[src/rtl/fir_pkg.sv]
// rtl/fir_pkg.sv - shared FIR chain widths, sample type and round/saturate helper
package fir_pkg;

    localparam int FIR_OUT_W = 10;
    localparam int DEF_OUT_W = 8;

    typedef logic signed [FIR_OUT_W-1:0] fir_sample_t;

    // Round half-up, arithmetic shift, clamp to a signed out_w range; 32 bits covers any sum here.
    function automatic logic signed [31:0] sat_round(input logic signed [31:0] value,
                                                     input int shift,
                                                     input int out_w);
        logic signed [31:0] r;
        logic signed [31:0] hi;
        logic signed [31:0] lo;
        r  = (shift > 0) ? ((value + (32'sd1 <<< (shift - 1))) >>> shift) : value;
        hi = (32'sd1 <<< (out_w - 1)) - 32'sd1;
        lo = -(32'sd1 <<< (out_w - 1));
        if (r > hi) begin
            r = hi;
        end else if (r < lo) begin
            r = lo;
        end
        return r;
    endfunction

endpackage

[src/rtl/fir_sync_fifo.sv]
// rtl/fir_sync_fifo.sv - show-ahead synchronous FIFO with full/empty/count
module fir_sync_fifo #(
    parameter int WIDTH = 8,
    parameter int DEPTH = 4
) (
    input  logic                       clk,
    input  logic                       rst,
    input  logic                       push,
    input  logic [WIDTH-1:0]           push_data,
    input  logic                       pop,
    output logic [WIDTH-1:0]           head_data,
    output logic                       full,
    output logic                       empty,
    output logic [$clog2(DEPTH):0]     count
);

    localparam int AW = $clog2(DEPTH);

    logic [WIDTH-1:0] mem_q [DEPTH];
    logic [WIDTH-1:0] mem_d [DEPTH];
    logic [AW-1:0]    wr_ptr_q, wr_ptr_d;
    logic [AW-1:0]    rd_ptr_q, rd_ptr_d;
    logic [AW:0]      count_q, count_d;
    logic             do_push, do_pop;

    assign empty     = (count_q == '0);
    assign full      = (count_q == (AW+1)'(DEPTH));
    assign count     = count_q;
    assign head_data = mem_q[rd_ptr_q];
    assign do_pop    = pop && !empty;
    // A full FIFO still accepts a push when the head leaves in the same cycle.
    assign do_push   = push && (!full || do_pop);

    always_comb begin
        mem_d    = mem_q;
        wr_ptr_d = wr_ptr_q;
        rd_ptr_d = rd_ptr_q;
        count_d  = count_q;
        if (do_push) begin
            mem_d[wr_ptr_q] = push_data;
            wr_ptr_d        = wr_ptr_q + 1'b1;
        end
        if (do_pop) begin
            rd_ptr_d = rd_ptr_q + 1'b1;
        end
        count_d = count_q + (AW+1)'(do_push) - (AW+1)'(do_pop);
    end

    always_ff @(posedge clk) begin
        if (!rst) begin
            for (int i = 0; i < DEPTH; i++) begin
                mem_q[i] <= '0;
            end
            wr_ptr_q <= '0;
            rd_ptr_q <= '0;
            count_q  <= '0;
        end else begin
            mem_q    <= mem_d;
            wr_ptr_q <= wr_ptr_d;
            rd_ptr_q <= rd_ptr_d;
            count_q  <= count_d;
        end
    end

endmodule

[src/rtl/fir_out_decimator.sv]
// rtl/fir_out_decimator.sv - FIR output decimate/round/saturate into a FIFO; FIR_DEC_AVG_EN sums each window
module fir_out_decimator
    import fir_pkg::*;
#(
    parameter int IN_W  = FIR_OUT_W,
    parameter int OUT_W = DEF_OUT_W,
    parameter int DECIM = 2,
    parameter int SHIFT = 2,
    parameter int DEPTH = 4
) (
    input  logic                       clk,
    input  logic                       rst,
    input  logic                       din_valid,
    input  logic [IN_W-1:0]            din,
    input  logic                       dout_ready,
    output logic                       dout_valid,
    output logic [OUT_W-1:0]           dout,
    output logic [$clog2(DEPTH):0]     count,
    input  logic                       clr_ovf,
    output logic                       ovf
);

    localparam int PH_W = (DECIM > 1) ? $clog2(DECIM) : 1;

    logic [PH_W-1:0]   phase_q, phase_d;
    logic              stage_valid_q, stage_valid_d;
    logic [OUT_W-1:0]  stage_data_q, stage_data_d;
    logic              ovf_q, ovf_d;
    logic              keep;
    logic              fifo_full, fifo_empty, drop;
    logic signed [31:0] scale_in;
    logic [OUT_W-1:0]  scaled;

    assign keep = din_valid && (phase_q == PH_W'(DECIM - 1));

`ifdef FIR_DEC_AVG_EN
    localparam int AW = IN_W + $clog2(DECIM);

    logic signed [AW-1:0] acc_q, acc_d, win_sum;

    always_comb begin
        win_sum  = (phase_q == '0) ? AW'($signed(din)) : acc_q + AW'($signed(din));
        acc_d    = din_valid ? win_sum : acc_q;
        scale_in = 32'(win_sum);
    end

    always_ff @(posedge clk) begin
        if (!rst) begin
            acc_q <= '0;
        end else begin
            acc_q <= acc_d;
        end
    end
`else
    assign scale_in = 32'($signed(din));
`endif

    assign scaled = OUT_W'(sat_round(scale_in, SHIFT, OUT_W));

    // Full FIFO with no pop this cycle: the staged sample is lost.
    assign drop = stage_valid_q && fifo_full && !dout_ready;

    always_comb begin
        phase_d       = phase_q;
        stage_valid_d = keep;
        stage_data_d  = stage_data_q;
        ovf_d         = ovf_q;
        if (din_valid) begin
            phase_d = keep ? '0 : phase_q + 1'b1;
        end
        if (keep) begin
            stage_data_d = scaled;
        end
        if (drop) begin
            ovf_d = 1'b1;
        end else if (clr_ovf) begin
            ovf_d = 1'b0;
        end
    end

    always_ff @(posedge clk) begin
        if (!rst) begin
            phase_q       <= '0;
            stage_valid_q <= 1'b0;
            stage_data_q  <= '0;
            ovf_q         <= 1'b0;
        end else begin
            phase_q       <= phase_d;
            stage_valid_q <= stage_valid_d;
            stage_data_q  <= stage_data_d;
            ovf_q         <= ovf_d;
        end
    end

    fir_sync_fifo #(
        .WIDTH (OUT_W),
        .DEPTH (DEPTH)
    ) u_fifo (
        .clk       (clk),
        .rst       (rst),
        .push      (stage_valid_q),
        .push_data (stage_data_q),
        .pop       (dout_ready),
        .head_data (dout),
        .full      (fifo_full),
        .empty     (fifo_empty),
        .count     (count)
    );

    assign dout_valid = !fifo_empty;
    assign ovf        = ovf_q;

endmodule

[config.mk]
export PLATFORM = sky130hd
export DESIGN_NAME = fir_out_decimator
export DESIGN_NICKNAME = d
export VERILOG_FILES = /design/src/rtl/fir_pkg.sv /design/src/rtl/fir_sync_fifo.sv /design/src/rtl/fir_out_decimator.sv
export SDC_FILE = /design/constraint.sdc
export NUM_CORES = 1
export LEC_CHECK = 0
export ABC_AREA = 1
export BUFFER_PORTS_ARGS = -buffer_cell sky130_fd_sc_hd__buf_4
export CAP_MARGIN = 20
export CELL_PAD_IN_SITES_DETAIL_PLACEMENT = 1
export CELL_PAD_IN_SITES_GLOBAL_PLACEMENT = 1
export CORE_MARGIN = 2
export CORE_UTILIZATION = 42
export CTS_CLUSTER_DIAMETER = 80
export DETAILED_ROUTE_END_ITERATION = 8
export GPL_TIMING_DRIVEN = 0
export PLACE_DENSITY_LB_ADDON = 0.1
export SYNTH_ARGS = -nofsm -noshare
export SYNTH_HDL_FRONTEND = slang
export SYNTH_SLANG_ARGS = --single-unit
[constraint.sdc]
create_clock -name clk -period 2 [get_ports clk]
set_input_delay 0.3 -clock clk [delete_from_list [all_inputs] [get_ports clk]]
set_output_delay 0.3 -clock clk [all_outputs]
set_load 0.01 [all_outputs]
After elaboration in Yosys (flattened, before gate mapping) --
Cells that the tools add are included.
Storage, ports and cells: latch bits 0, ROM bits 0, register bits 50, logic and storage cells 48, output and inout port bits 13, RAM bits 0, memories 0
Operators by class: multipliers 0, muxes and demuxes 11, div/mod/pow operators 0, bitwise logic cells 2, shift-type cells 0, reduce and logical (&&, ||, !) cells 12, add/sub/neg operators 6, eq/ne operators 1, $lt $le $gt $ge 5
Operators by type and width (number):
- $mux W8 | 5
- $bwmux W32 | 1
- $bmux W8 S2 | 1
- $demux W8 S2 | 1
- $add A10 B3 Y11 const B | 1
- $gt A9 B8 Y1 const B | 1
- $lt A9 B8 Y1 const B | 1
- $ge A3 B3 Y1 const B | 2
- $logic_and A1 B1 Y1 | 6
- $not A2 Y3 | 2
- $add A2 B1 Y2 const B | 2
- $add A3 B1 Y3 | 1
- $eq A3 B3 Y1 const B | 1
- $logic_not A1 Y1 | 3
- $logic_not A3 Y1 | 1
- $lt A3 B1 Y1 const B | 1
- $mux W1 | 3
- $sub A3 B1 Y3 | 1
- $reduce_bool A2 Y1 | 1
- $add A1 B1 Y1 const B | 1
- $logic_or A1 B1 Y1 | 1

Logic depth before layout (Yosys ltp) --
Gate-level depths: netlist (run 1).
word-level depth 7, gate-level depth with buffers 11

By module --
A second synthesis (run 1) with hierarchy kept.
Second synthesis, totals: cells, all modules 455, area, all modules 2885.3 µm²
By module, submodules not included:
- fir_sync_fifo | cells each 349, area an instance 2209.6 µm², instances 1
- fir_out_decimator | cells each 106, area an instance 675.6 µm², instances 1

Worst setup path after synthesis (run 1) --
OpenSTA, ideal clock, no wires.
path kind register to register, from reg u_fifo.count_q[1] (netlist: u_fifo.count[1]), to reg u_fifo.count_q[2] (netlist: u_fifo.count[2]), data required time 1922 ps, buffers on the path 0, cell stages (with the launch flop) 11, data arrival time 1846 ps, slack 76 ps, path through dfxtp_1 > inv_2 > nand3_1 > nand2_1 > inv_1 > ha_1 > inv_1 > ha_1 > fa_1 > and3_1 > nor3_1
On the way: cells in the longest elaborated chain, start to end 7, elaborated cells on any way between the ends 9
RTL lines:
- start: declaration | RTL line fir_sync_fifo.sv:23 | logic [AW:0] count_q, count_d;
- start signal: assignment | RTL line fir_sync_fifo.sv:61 | count_q <= count_d;
- $logic_not A3 Y1 * | RTL line fir_sync_fifo.sv:26 | assign empty = (count_q == '0);
- $logic_not A1 Y1 *
- named net dout_valid | RTL line fir_out_decimator.sv:16 | output logic dout_valid,
- $logic_and A1 B1 Y1 * | RTL line fir_sync_fifo.sv:30 | assign do_pop = pop && !empty;
- named net u_fifo.do_pop | RTL line fir_sync_fifo.sv:24 | logic do_push, do_pop;
- $logic_or A1 B1 Y1 | RTL line fir_sync_fifo.sv:32 | assign do_push = push && (!full || do_pop);
- $logic_and A1 B1 Y1 | RTL line fir_sync_fifo.sv:32
- $add A3 B1 Y3 | RTL line fir_sync_fifo.sv:46 | count_d = count_q + (AW+1)'(do_push) - (AW+1)'(do_pop);
- $sub A3 B1 Y3 * | RTL line fir_sync_fifo.sv:46
Mark *: on every way through the listed nets, which the timed path passes. The rest lies on a longest branch. A chain may end at the register's enable or synchronous reset.

Worst setup path in the final report (run 1) --
from reg u_fifo.rd_ptr_q[0], to out dout[0]
On the way: cells in the longest elaborated chain, start to end 4
RTL lines:
- start: declaration | RTL line fir_sync_fifo.sv:22 | logic [AW-1:0] rd_ptr_q, rd_ptr_d;
- start signal: assignment | RTL line fir_sync_fifo.sv:60 | rd_ptr_q <= rd_ptr_d;
- $not A2 Y3 (implied by the code) | RTL line fir_sync_fifo.sv:29 | assign head_data = mem_q[rd_ptr_q];
- $bmux W8 S2 | RTL line fir_sync_fifo.sv:29
- $mux W8 (implied by the code) (2 in series) | RTL line fir_sync_fifo.sv:29
- end: declaration | RTL line fir_out_decimator.sv:17 | output logic [OUT_W-1:0] dout,
No other way between the ends. The select of a mux whose other input is x is not followed.

==> results of run 1 <==
==> stage by stage <==
| step | util | cells | instance area (um2) | total power, uW | setup TNS [ps] |
|---|---|---|---|---|---|
| 2_1_floorplan | - | 339 | 2530 | 1590 | 0 |
| 3_3_place_gp | 0.480 | 439 | 2810 | 1910 | 0 |
| 3_5_place_dp | 0.480 | 439 | 2810 | 1930 | -23.8 |
| 4_1_cts | 0.502 | 448 | 2940 | 2670 | -7.36 |
| 5_1_grt | 0.509 | 451 | 2980 | 2860 | -37.1 |
| 6_report | 0.509 | 451 | 2980 | 2700 | 0 |
==> power breakdown <==
part,internal [uW],leakage [uW],total (uW),switching (uW)
clock network,374,0.0000514,717,343
logic,370,0.000745,878,508
registers,1050,0.000406,1100,55.8
==> per-layer routing <==
metal	track usage	vias to the layer above
met5	0	-
met3	0.0451	6
met1	0.288	1132
met4	0.0500	0
met2	0.407	43
li1	-	1190
==> sequential cells by signal, summed over array words and instances (netlist names) <==
register / flops
ovf: 1
u_fifo.rd_ptr_q: 2
stage_data_q: 8
u_fifo.count: 3
stage_valid_q: 1
u_fifo.wr_ptr_q: 2
phase_q: 1
u_fifo.mem_q: 32
==> critical path, delay by kind of cell, from the launching register on <==
| kind | cells | cell delay, ps |
|---|---|---|
| AOI/OAI and AO/OA | 2 | 300 |
| buffers and inverters | 4 | 700 |
| DFF | 1 | 320 |
==> cell usage after synthesis <==
cell	instances
sky130_fd_sc_hd__a21oi_1	38
sky130_fd_sc_hd__and3_1	1
sky130_fd_sc_hd__buf_1	2
sky130_fd_sc_hd__buf_12	1
sky130_fd_sc_hd__buf_2	4
sky130_fd_sc_hd__buf_4	1
sky130_fd_sc_hd__buf_8	2
sky130_fd_sc_hd__clkbuf_1	5
sky130_fd_sc_hd__clkbuf_2	1
sky130_fd_sc_hd__clkinv_1	2
sky130_fd_sc_hd__dfxtp_1	50
sky130_fd_sc_hd__fa_1	1
sky130_fd_sc_hd__ha_1	7
sky130_fd_sc_hd__inv_1	25
sky130_fd_sc_hd__inv_2	1
sky130_fd_sc_hd__inv_8	1
sky130_fd_sc_hd__nand2_1	58
sky130_fd_sc_hd__nand2_2	7
sky130_fd_sc_hd__nand2_4	5
sky130_fd_sc_hd__nand3_1	37
sky130_fd_sc_hd__nand3_2	10
sky130_fd_sc_hd__nand3b_1	1
sky130_fd_sc_hd__nand4_1	2
sky130_fd_sc_hd__nor2_1	38
sky130_fd_sc_hd__nor2_2	2
sky130_fd_sc_hd__nor2_4	2
sky130_fd_sc_hd__nor3_1	1
sky130_fd_sc_hd__o21ai_0	22
sky130_fd_sc_hd__o21ai_1	1
sky130_fd_sc_hd__o22ai_1	8
sky130_fd_sc_hd__xnor2_1	2
sky130_fd_sc_hd__xor2_1	1
==> logic make-up after synthesis <==
kind of cell / Yosys count / synth area share
simple gates: 164 / 0.321
compound gates: 69 / 0.141
flops: 50 / 0.396
buf+inv: 45 / 0.0891
fa+ha+maj: 8 / 0.0426
xor+xnor: 3 / 0.0104
==> final timing paths <==
check	start	endpoint	slack, ps
worst max-delay path	u_fifo.rd_ptr_q[0]	dout[0]	80
worst min-delay path	clr_ovf	ovf	240
worst max register to register	u_fifo.count[1]	u_fifo.count[2]	110
worst min register to register	u_fifo.mem_q[18]	u_fifo.mem_q[18]	470
==> area by class of cell <==
cell class / instances / area (um2) / area share
flip-flops and latches: 50 / 1000 / 0.337
clock inverters: 2 / 37.5 / 0.0126
plain buffers: 16 / 115 / 0.0386
multi-input cells: 244 / 1320 / 0.443
inverters: 29 / 120 / 0.0403
repair buffers: 29 / 218 / 0.0730
clock buffers: 6 / 72.6 / 0.0243
well taps: 75 / 93.8 / 0.0315
==> timing repair <==
item,CTS,global route
hold buffers,0,0
setup endpoints to repair,6,9
setup buffers,1,3
gates resized for setup,5,7
endpoints found under the hold margin,0,0
==> results by stage, run 1 <==
Run status:
- The flow ran to the end, and the final reports show no timing, DRC or antenna violations.

Synthesis:
- The number of register bits inferred by synthesis is 50.
- The biggest area consumer among synthesized cells is sky130_fd_sc_hd__dfxtp_1.
- Counting distinct cell types in the post-synthesis netlist gives 32.
- The area share of the largest cell type after synthesis is 0.396.
- Synthesis produced 339 cells.
- The cell area after synthesis is roughly 2500 um2.
- During synthesis, Yosys emitted a total of 0 warnings.
- Dividing the synthesized area by the synthesized cell count gives 7.46 um2.
- Sorting the synthesized cells by area gives the leading types as sky130_fd_sc_hd__dfxtp_1 40%, sky130_fd_sc_hd__nand2_1 8.6%, sky130_fd_sc_hd__a21oi_1 7.5%.
- The share of synthesized area occupied by flip-flops and latches is 0.396.
- The net count after synthesis is approximately 360.

STA:
- The slew at the pin closest to its max-slew limit is between 600 and 700 ps.
- The post-route fraction of the period consumed by the critical path is 0.960.
- Hold is met by around 240 ps.
- The worst setup slack after layout is approximately 81 ps.
- The clock arrives with about 14 ps of skew.
- Derived from the worst setup path, the maximum achievable clock frequency is ~520 MHz.
- Setup violations remaining at the end of the flow were counted as 0.
- The worst pin sits at a relative slew slack of 0.591.
- The number of endpoints with negative hold slack in the final report is 0.
- The number of pins with negative max-slew slack in the final report is 0.
- After layout, the minimum clock period comes to around 1900 ps.

Die:
- For this configuration, the core starts out at a cell density of 0.432.
- The core area is 5850 um2.
- The top-level I/O count is 28.
- The number of cell rows is 28.
- The floorplan die height is around 82 um.
- The die outline area is ~6700 um2.
- In this run the horizontal extent of the chip is between 80 and 90 um.

Pwr:
- Dividing total power by cell area gives a power density of ~900 nW/um2.
- The worst-case IR drop observed on VDD is 0.376 mV.
- In this run the static leakage power is between 0.001 and 0.0015 uW.

Setup path:
- In this run the worst path has a maximum fanout of 9.
- The element type at the critical path end is an output pin.
- Counting stages on the worst path, the most repeated cell is sky130_fd_sc_hd__buf_4.
- The critical path goes through buf_2, clkinvlp_4, buf_4, o21ai_0, o22ai_1, buf_4.
- The kind of launch point of the worst setup path is a flip-flop.
- The critical path is of the reg -> out type.
- STA puts the critical path data required time at about 1700 ps.
- Measured in cells, the most critical reg-to-reg path has a length of 11.
- The slowest stage of the critical path belongs to the cell sky130_fd_sc_hd__dfxtp_1.
- The biggest cell delay along the critical path is around 320 ps.
- The data arrival time of the critical path is about 1600 ps.

Clock tree:
- Counting along the longest clock path gives a buffer depth of 2.
- The clock drives 50 sinks.
- After clock tree synthesis, the clock-pin slew on the worst setup and hold paths is ~90 ps.
- Counting the buffers created by CTS gives 5.
- The H-tree was split into 2 levels.
- TritonCTS built the clock tree.
- The root buffer cell chosen for the clock tree is sky130_fd_sc_hd__clkbuf_8.
- The clock insertion delay at the later pin of the skew report is a little over 300 ps.

Drt:
- For this block, the routed nets add up to around 7100 um of wire.
- In the final routing, the length of wire on met1 measures 3280 um.
- The via density per instance is between 5 and 6.
- The DRC violation total after the first TritonRoute iteration is 210.
- Detailed routing placed a total of 231 um of wire on met3.
- The detailed-route wire length per cell is around 16 um.
- After detailed routing, the met2 layer carries 3520 um of wire.
- Before antenna repair, the detailed router went through 4 iterations.
- The top layer reached by signal wires is met4.
- The number of routed nets with antenna violations is 0.
- The remaining design rule violation count is 0.
- Detailed routing inserted a total of ~2400 vias.

Place:
- The final weighted congestion in routability-driven placement is 0.825.
- The half-perimeter wire length after detailed placement is a little over 5000 um.
- At the placement stage, the worst setup path has a slack of -23.8 ps.
- The number of input and output port buffers inserted is 25.

Finish:
- The repair_antennas step left the layout with diodes totalling 0.
- In the layout the commonest cells are 57 x sky130_fd_sc_hd__nand2_1, 48 x sky130_fd_sc_hd__dfxtp_1, 38 x sky130_fd_sc_hd__nor2_1, 38 x sky130_fd_sc_hd__a21oi_1, 36 x sky130_fd_sc_hd__nand3_1.
- The leading cell type in the layout, fill and taps excluded is sky130_fd_sc_hd__nand2_1.
- The area growth from synthesis to layout is 17.9%.
- The filler cells instantiated in the layout total around 760.
- The net total in the final layout is 398.
- In the final layout, the share of cells above drive strength 1 is 0.213.

Global route:
- The number of antenna violations at the first check in global routing is 0.
- The first-pass GRT wire length is between 10000 and 15000 um.
- The total global routing track utilization is 0.230.
- The remaining global-route overflow is 0.
- The largest net degree at the start of global routing is 16.
- The number of global-route vias before repair is 2314.

Min path:
- The worst hold path belongs to the class in -> reg.
- The number of instances on the worst hold path is 4.

Job:
- The number of maximum-capacitance violations is 0.
Power figures use the tool's default switching activity.
==> run 2: changes to the inputs <==
==> constraint.sdc (replaced) <==
create_clock -name clk -period 2.1 [get_ports clk]
set_input_delay 0.315 -clock clk [delete_from_list [all_inputs] [get_ports clk]]
set_output_delay 0.315 -clock clk [all_outputs]
set_load 0.01 [all_outputs]
==> run 2 against run 1 <==
Effect of this change:
- clock power down 4.5%
- die area unchanged
- cell area down 0.92%
- global-route usage unchanged
- critical path type unchanged
- largest cell class unchanged
==> results by stage, run 2 (synthesized netlist as in run 1, its figures left out) <==
Setup path:
- The critical path contains buffers and inverters numbering 3 combined.
- The biggest fanout along the worst timing path is 10.
- In this design, the stage delay of the slowest critical-path cell is around 320 ps.
- The kind of launch point of the worst setup path is a flip-flop.
- The family of cells with the greatest summed delay on the critical path is buffers and inverters.
- The data arrival time of the critical path is 1660 ps.
- Data on the critical path is required at its endpoint by approximately 1800 ps.
- The critical path class is reg -> out.
- The worst setup path is captured at an output pin.
- The critical path goes through buf_2, clkbuf_2, o21ai_0, o22ai_1, buf_4.
- The slowest stage of the critical path belongs to the cell sky130_fd_sc_hd__dfxtp_1.

Job:
- The number of maximum-capacitance violations is 0.

Pwr:
- The sequential share of power is 0.412.
- The net switching power is approximately 850 uW.
- For this design the ratio of total power to cell area is about 860 nW/um2.
- Of the total power, combinational logic draws 0.319.
- The leakage power summed over all cells is 0.00119 uW.
- Of the total power, the share spent switching nets is 0.336.
- Across the VDD grid, the largest voltage drop is between 0.3 and 0.4 mV.
- The internal portion of the total power is 1690 uW.
- Of the total power, the clock network draws 0.269.

Die:
- The initial standard-cell utilization of the core is 0.432.
- The core area is roughly 5900 um2.
- The number of cell rows is 28.
- 28 I/O pins were placed.
- The floorplan step defined a die boundary enclosing 6650 um2.
- The floorplan die height is about 82 um.
- In this run the horizontal extent of the chip is 81.6 um.

STA:
- The minimum clock period is a little under 2000 ps.
- For the final routed database, the setup TNS stands at 0 ps.
- The maximum clock skew at final layout is 13.3 ps.
- The maximum frequency from static timing analysis is 505 MHz.
- The worst setup slack after layout is roughly 120 ps.
- Setup repair after global routing left no endpoint under its margin.
- The relative slew slack is 0.596.
- The post-route fraction of the period consumed by the critical path is 0.943.
- At the pin with the least slew margin, the transition time is between 600 and 700 ps.
- The number of endpoints with negative hold slack in the final report is 0.
- The final count of negative-setup-slack endpoints is 0.
- The number of pins with negative max-slew slack in the final report came to 0.

Drt:
- The final route contains around 2400 vias.
- The remaining design rule violation count is 0.
- After detailed routing, the total wire length is about 7100 um.
- The detailed-route wire length per cell is between 15 and 20 um.
- The DRC violation total after the first TritonRoute iteration is approximately 190.
- The number of routed nets with antenna violations is 0.
- The length of the first detailed-routing pass in iterations is 4.
- The via density per instance is approximately 5.3.

Finish:
- The register containing the most flip-flops in the final layout is u_fifo.mem_q.
- Counting the fill cells in the layout gives between 700 and 800.
- The relative area change from synthesis to final layout is 16.8%.
- The leading cell type in the layout, fill and taps excluded is sky130_fd_sc_hd__nand2_1.
- In the layout the commonest cells are 57 x sky130_fd_sc_hd__nand2_1, 49 x sky130_fd_sc_hd__dfxtp_1, 38 x sky130_fd_sc_hd__nor2_1, 38 x sky130_fd_sc_hd__a21oi_1, 37 x sky130_fd_sc_hd__nand3_1.
- The fraction of layout cells with a size suffix above 1 is 0.203.
- The repair_antennas step left the layout with diodes totalling 0.
- Once layout is complete, the cells apart from fillers number 450.
- The register with the most flip-flops in the layout has 32 of them.
- The net total in the final layout is approximately 400.
- The finished cells cover roughly 3000 um2.

Global route:
- Entering global routing, the biggest net connects 16 pins.
- The first-pass GRT wire length is 11500 um.
- The number of antenna violations at the first check in global routing is 0.
- The total global routing track utilization is 0.230.
- The number of global-route vias before repair is between 2000 and 2500.
- After global routing the overflow that remains totals 0.

Clock tree:
- The root buffer cell is sky130_fd_sc_hd__clkbuf_8.
- For the worst-skew pair, the clock arrives at the later sink with an insertion delay of ~310 ps.
- Clock tree synthesis inserted a total of 5 buffers.
- The clock transition time at the flip-flop clock pins of the worst setup and hold paths is around 90 ps.
- The total clock sinks is 50.
- TritonCTS built the clock tree.
- The H-tree was split into 2 levels.
- The number of buffers on the longest clock path is 2.

Min path:
- In this run the worst hold path is classified as in -> reg.

Place:
- Buffers placed on the I/O ports in this run total 25.
- The cell area after placement is 2810 um2.
- Before CTS, the worst setup slack after placement is around 76 ps.
- Routability-driven placement finished with a final weighted congestion of 0.825.
- The half-perimeter wire length after detailed placement is a little over 5000 um.
- The number of placed instances, taps included, is 439.

Run status:
- The flow ran to the end, and the final reports show no timing, DRC or antenna violations.
-- run 2: worst paths after layout --
kind	startpoint	end	slack [ps]	cells after the start
setup / recovery	u_fifo.rd_ptr_q[0]	dout[6]	120	5
hold / removal	clr_ovf	ovf	260	4
setup reg to reg	u_fifo.count[1]	u_fifo.count[2]	130	10
hold reg to reg	u_fifo.mem_q[18]	u_fifo.mem_q[18]	470	2
-- run 2: through the flow --
step                 util  power (uW)  hold slack, ps
detailed placement  0.480        1830             449
finish              0.505        2540             256
global route        0.505        2690             274
floorplan               -        1510             437
CTS                 0.499        2520             253
global placement    0.480        1820             445
-- run 2: cell type report --
| class | instances | area [um2] | share of cell area |
|---|---|---|---|
| sequential | 50 | 1000 | 0.339 |
| clock buffer | 6 | 72.6 | 0.0246 |
| timing repair buffer | 28 | 210 | 0.0712 |
| multi-input combinational | 244 | 1300 | 0.442 |
| tap | 75 | 93.8 | 0.0318 |
| buffer | 16 | 113 | 0.0381 |
| clock inverter | 2 | 37.5 | 0.0127 |
| inverter | 29 | 120 | 0.0407 |
-- run 2: worst min-delay path, delay by kind of cell --
kind | cells | cell delay, ps
buffers and inverters | 2 | 110
AND/OR/NAND/NOR | 1 | 50
AO/OA/AOI/OAI | 1 | 50
-- run 2: power by group through the flow --
stage          Sequential (uW)  Combinational, uW  Clock, uW
2_1_floorplan             1060                453          0
3_3_place_gp              1070                751          0
3_5_place_dp              1070                766          0
4_1_cts                   1050                773        698
5_1_grt                   1050                902        736
6_report                  1050                810        685
-- run 2: what timing repair did --
| item | CTS | global route |
|---|---|---|
| hold buffers | 0 | 0 |
| setup buffers | 0 | 3 |
| endpoints found under the setup margin | 1 | 9 |
| resized for setup | 1 | 5 |
-- run 2: per-layer routing --
metal | share of wire | track usage | up-vias
met4 | 0.0092 | 0.0500 | 0
met2 | 0.49 | 0.408 | 43
met1 | 0.45 | 0.288 | 1136
li1 | - | - | 1187
met5 | 0 | 0 | -
met3 | 0.048 | 0.0451 | 7
==> run 3: changes to the inputs <==
--- a/config.mk
+++ b/config.mk
@@ -12,6 +12,7 @@
 export CELL_PAD_IN_SITES_GLOBAL_PLACEMENT = 1
 export CORE_MARGIN = 2
 export CORE_UTILIZATION = 42
+export CTS_BUF_LIST = sky130_fd_sc_hd__clkbuf_16
 export CTS_CLUSTER_DIAMETER = 80
 export DETAILED_ROUTE_END_ITERATION = 8
 export GPL_TIMING_DRIVEN = 0
==> run 3 against run 2 <==
Effect of this change:
- clock power increased by 34%
- non-clock buffer count unchanged
- flip-flop and latch count unchanged
- combinational power about the same
- worst hold slack improved by 19 ps
- routed wire length decreased by 0.56%
- largest cell class unchanged
- sequential power about the same
==> results by stage, run 3 (synthesized netlist as in run 1, its figures left out) <==
Clock tree:
- The H-tree was split into 2 levels.
- The number of buffers on the longest clock path is 2.
- The count of hold buffers inserted by post-cts repair is 0.
- TritonCTS created 5 clock buffers.
- Clock-pin slew was measured on the worst setup and hold paths at around 70 ps.
- Clock latency on the worst-skew pair, taken at its later pin, is 290 ps.
- Clock tree synthesis found a total of 50 sinks.
- The root buffer cell chosen for the clock tree is sky130_fd_sc_hd__clkbuf_16.
- TritonCTS built the clock tree.

Finish:
- The final instance count without filler cells is 450.
- In the layout the commonest cells are 57 x sky130_fd_sc_hd__nand2_1, 50 x sky130_fd_sc_hd__dfxtp_1, 38 x sky130_fd_sc_hd__nor2_1, 38 x sky130_fd_sc_hd__a21oi_1, 37 x sky130_fd_sc_hd__nand3_1.
- The net total in the final layout is between 300 and 400.
- The sequential cell area is between 1000 and 1500 um2.
- Relative to the synthesized area, the layout overhead comes to 19.1%.
- The leading cell type in the layout, fill and taps excluded is sky130_fd_sc_hd__nand2_1.
- The number of fill cells is 762.
- The register with the most flip-flops in the layout has 32 of them.
- 0 antenna diodes ended up in the layout.
- In the final layout, the multi-input gates occupy between 1000 and 1500 um2.
- The register with the most flip-flops in the final layout is u_fifo.mem_q.
- The fraction of layout cells with a size suffix above 1 is 0.203.

Pwr:
- In this run the static leakage power is 0.00122 uW.
- Cell internal power was estimated by the tool at around 1900 uW.
- The relative contribution of combinational cells to total power is 0.293.
- The part of the total power dissipated in the clock network is 0.330.
- The sequential share of power is 0.377.
- Power spread over the standard cell area amounts to around 900 nW/um2.
- In this run the power spent charging and discharging nets is ~880 uW.
- The overall power consumption is between 2000 and 3000 uW.
- VDD sags by at most 0.363 mV.
- The switching power as a share of total power is 0.319.

Setup path:
- The worst setup path is captured at an output pin.
- In this run the worst path has a maximum fanout of 10.
- The data arrival time of the critical path is approximately 1600 ps.
- The worst path required time is about 1800 ps.
- STA classifies the critical path startpoint as a flip-flop.
- The critical path class is reg -> out.

STA:
- The number of pins with negative max-slew slack in the final report is 0.
- The final hold slack is about 270 ps.
- The number of endpoints with negative hold slack in the final report is 0.
- The slew at the pin closest to its max-slew limit is between 600 and 700 ps.
- After layout, the worst setup slack is around 150 ps.
- The minimum clock period is ~2000 ps.
- Setup repair after global routing left no endpoint under its margin.
- The final setup TNS is 0 ps.
- Setup violations remaining at the end of the flow were counted as 0.
- In the finished design, the share of the clock period the worst path needs comes to 0.927.
- The relative slew slack is 0.572.
- The maximum frequency from static timing analysis is approximately 510 MHz.
- The maximum clock skew at final layout is around 8.4 ps.

Min path:
- The class of the worst hold path is in -> reg.

Drt:
- The total routed wirelength is 7060 um.
- In the final routed layout, each cell accounts on average for ~16 um.
- The via total after detailed routing is 2357.
- For this run, the detailed router's first-pass iteration total came to 4.
- The via density per instance is 5.24.
- The first routing iteration left 190 violations.
- The detail route stage leaves a number of antenna-violating nets equal to 0.
- The remaining design rule violation count is 0.

Die:
- The die covers between 6000 and 7000 um2.
- The initialized floorplan defines 28 standard-cell rows.
- For this configuration, the core starts out at a cell density of 0.432.
- The floorplan step set the die height to 81.6 um.
- The top-level I/O count is 28.
- The core area is between 5000 and 6000 um2.
- The x dimension of the die is 81.6 um.

Global route:
- The largest net degree at the start of global routing is 16.
- Global routing finished with a remaining overflow of 0.
- The number of antenna violations at the first check in global routing is 0.
- The first-pass GRT wire length is between 10000 and 15000 um.
- The total global routing track utilization is 0.226.
- The number of global-route vias before repair is roughly 2300.

Place:
- The half-perimeter wire length after detailed placement is just over 5000 um.
- The number of input and output port buffers inserted is 25.
- At the end of routability-driven placement, the weighted congestion stood at slightly above 0.8.
- Timing analysis after detailed placement gives a worst setup slack of around 76 ps.
- The cell total after placement is 439.

Run status:
- The flow ran to the end, and the final reports show no timing, DRC or antenna violations.

Job:
- Max-cap violations in this run came to 0.
run 3: repair_timing:
action | CTS | global route
buffers inserted | 0 | 3
setup endpoints to repair | 1 | 5
resized for setup | 1 | 4
run 3: path summary, 6_finish.rpt:
check                           from               end  slack [ps]  depth (start not counted)
setup reg to reg     u_fifo.count[0]   u_fifo.count[2]         170                         10
hold / removal               clr_ovf               ovf         270                          4
setup / recovery  u_fifo.rd_ptr_q[0]           dout[6]         150                          5
hold reg to reg     u_fifo.mem_q[18]  u_fifo.mem_q[18]         460                          2
run 3: through the flow:
| stage | utilization | instance area [um2] |
|---|---|---|
| 6_report | 0.515 | 3010 |
| 5_1_grt | 0.515 | 3010 |
| 4_1_cts | 0.509 | 2980 |
| 3_5_place_dp | 0.480 | 2810 |
| 3_3_place_gp | 0.480 | 2810 |
| 2_1_floorplan | - | 2530 |
run 3: metal layers:
| layer | up-vias | routed length [um] | track usage |
|---|---|---|---|
| li1 | 1184 | - | - |
| met1 | 1132 | 3210 | 0.294 |
| met5 | - | 0 | 0 |
| met2 | 34 | 3490 | 0.394 |
| met4 | 0 | 74 | 0.0500 |
| met3 | 7 | 286 | 0.0352 |
run 3: power by group through the flow:
stage          registers (uW)  logic, uW  clock network, uW
4_1_cts                  1050        776                923
3_3_place_gp             1070        751                  0
2_1_floorplan            1060        453                  0
5_1_grt                  1050        906                970
6_report                 1050        812                915
3_5_place_dp             1070        766                  0
run 3: final cells by class:
cell class              instances  share of cell area
multi-input cells             244               0.434
clock inverters                 3              0.0137
clock buffers                   5              0.0416
inverters                      29              0.0399
repair buffers                 28              0.0698
well taps                      75              0.0312
plain buffers                  16              0.0374
flip-flops and latches         50               0.333
run 3: critical path, cell delays in order, from the launching register on:
cell                       delay, ps
sky130_fd_sc_hd__dfxtp_1         310
sky130_fd_sc_hd__buf_2           210
sky130_fd_sc_hd__clkbuf_2        300
sky130_fd_sc_hd__o21ai_0         140
sky130_fd_sc_hd__o22ai_1         220
sky130_fd_sc_hd__buf_4           160
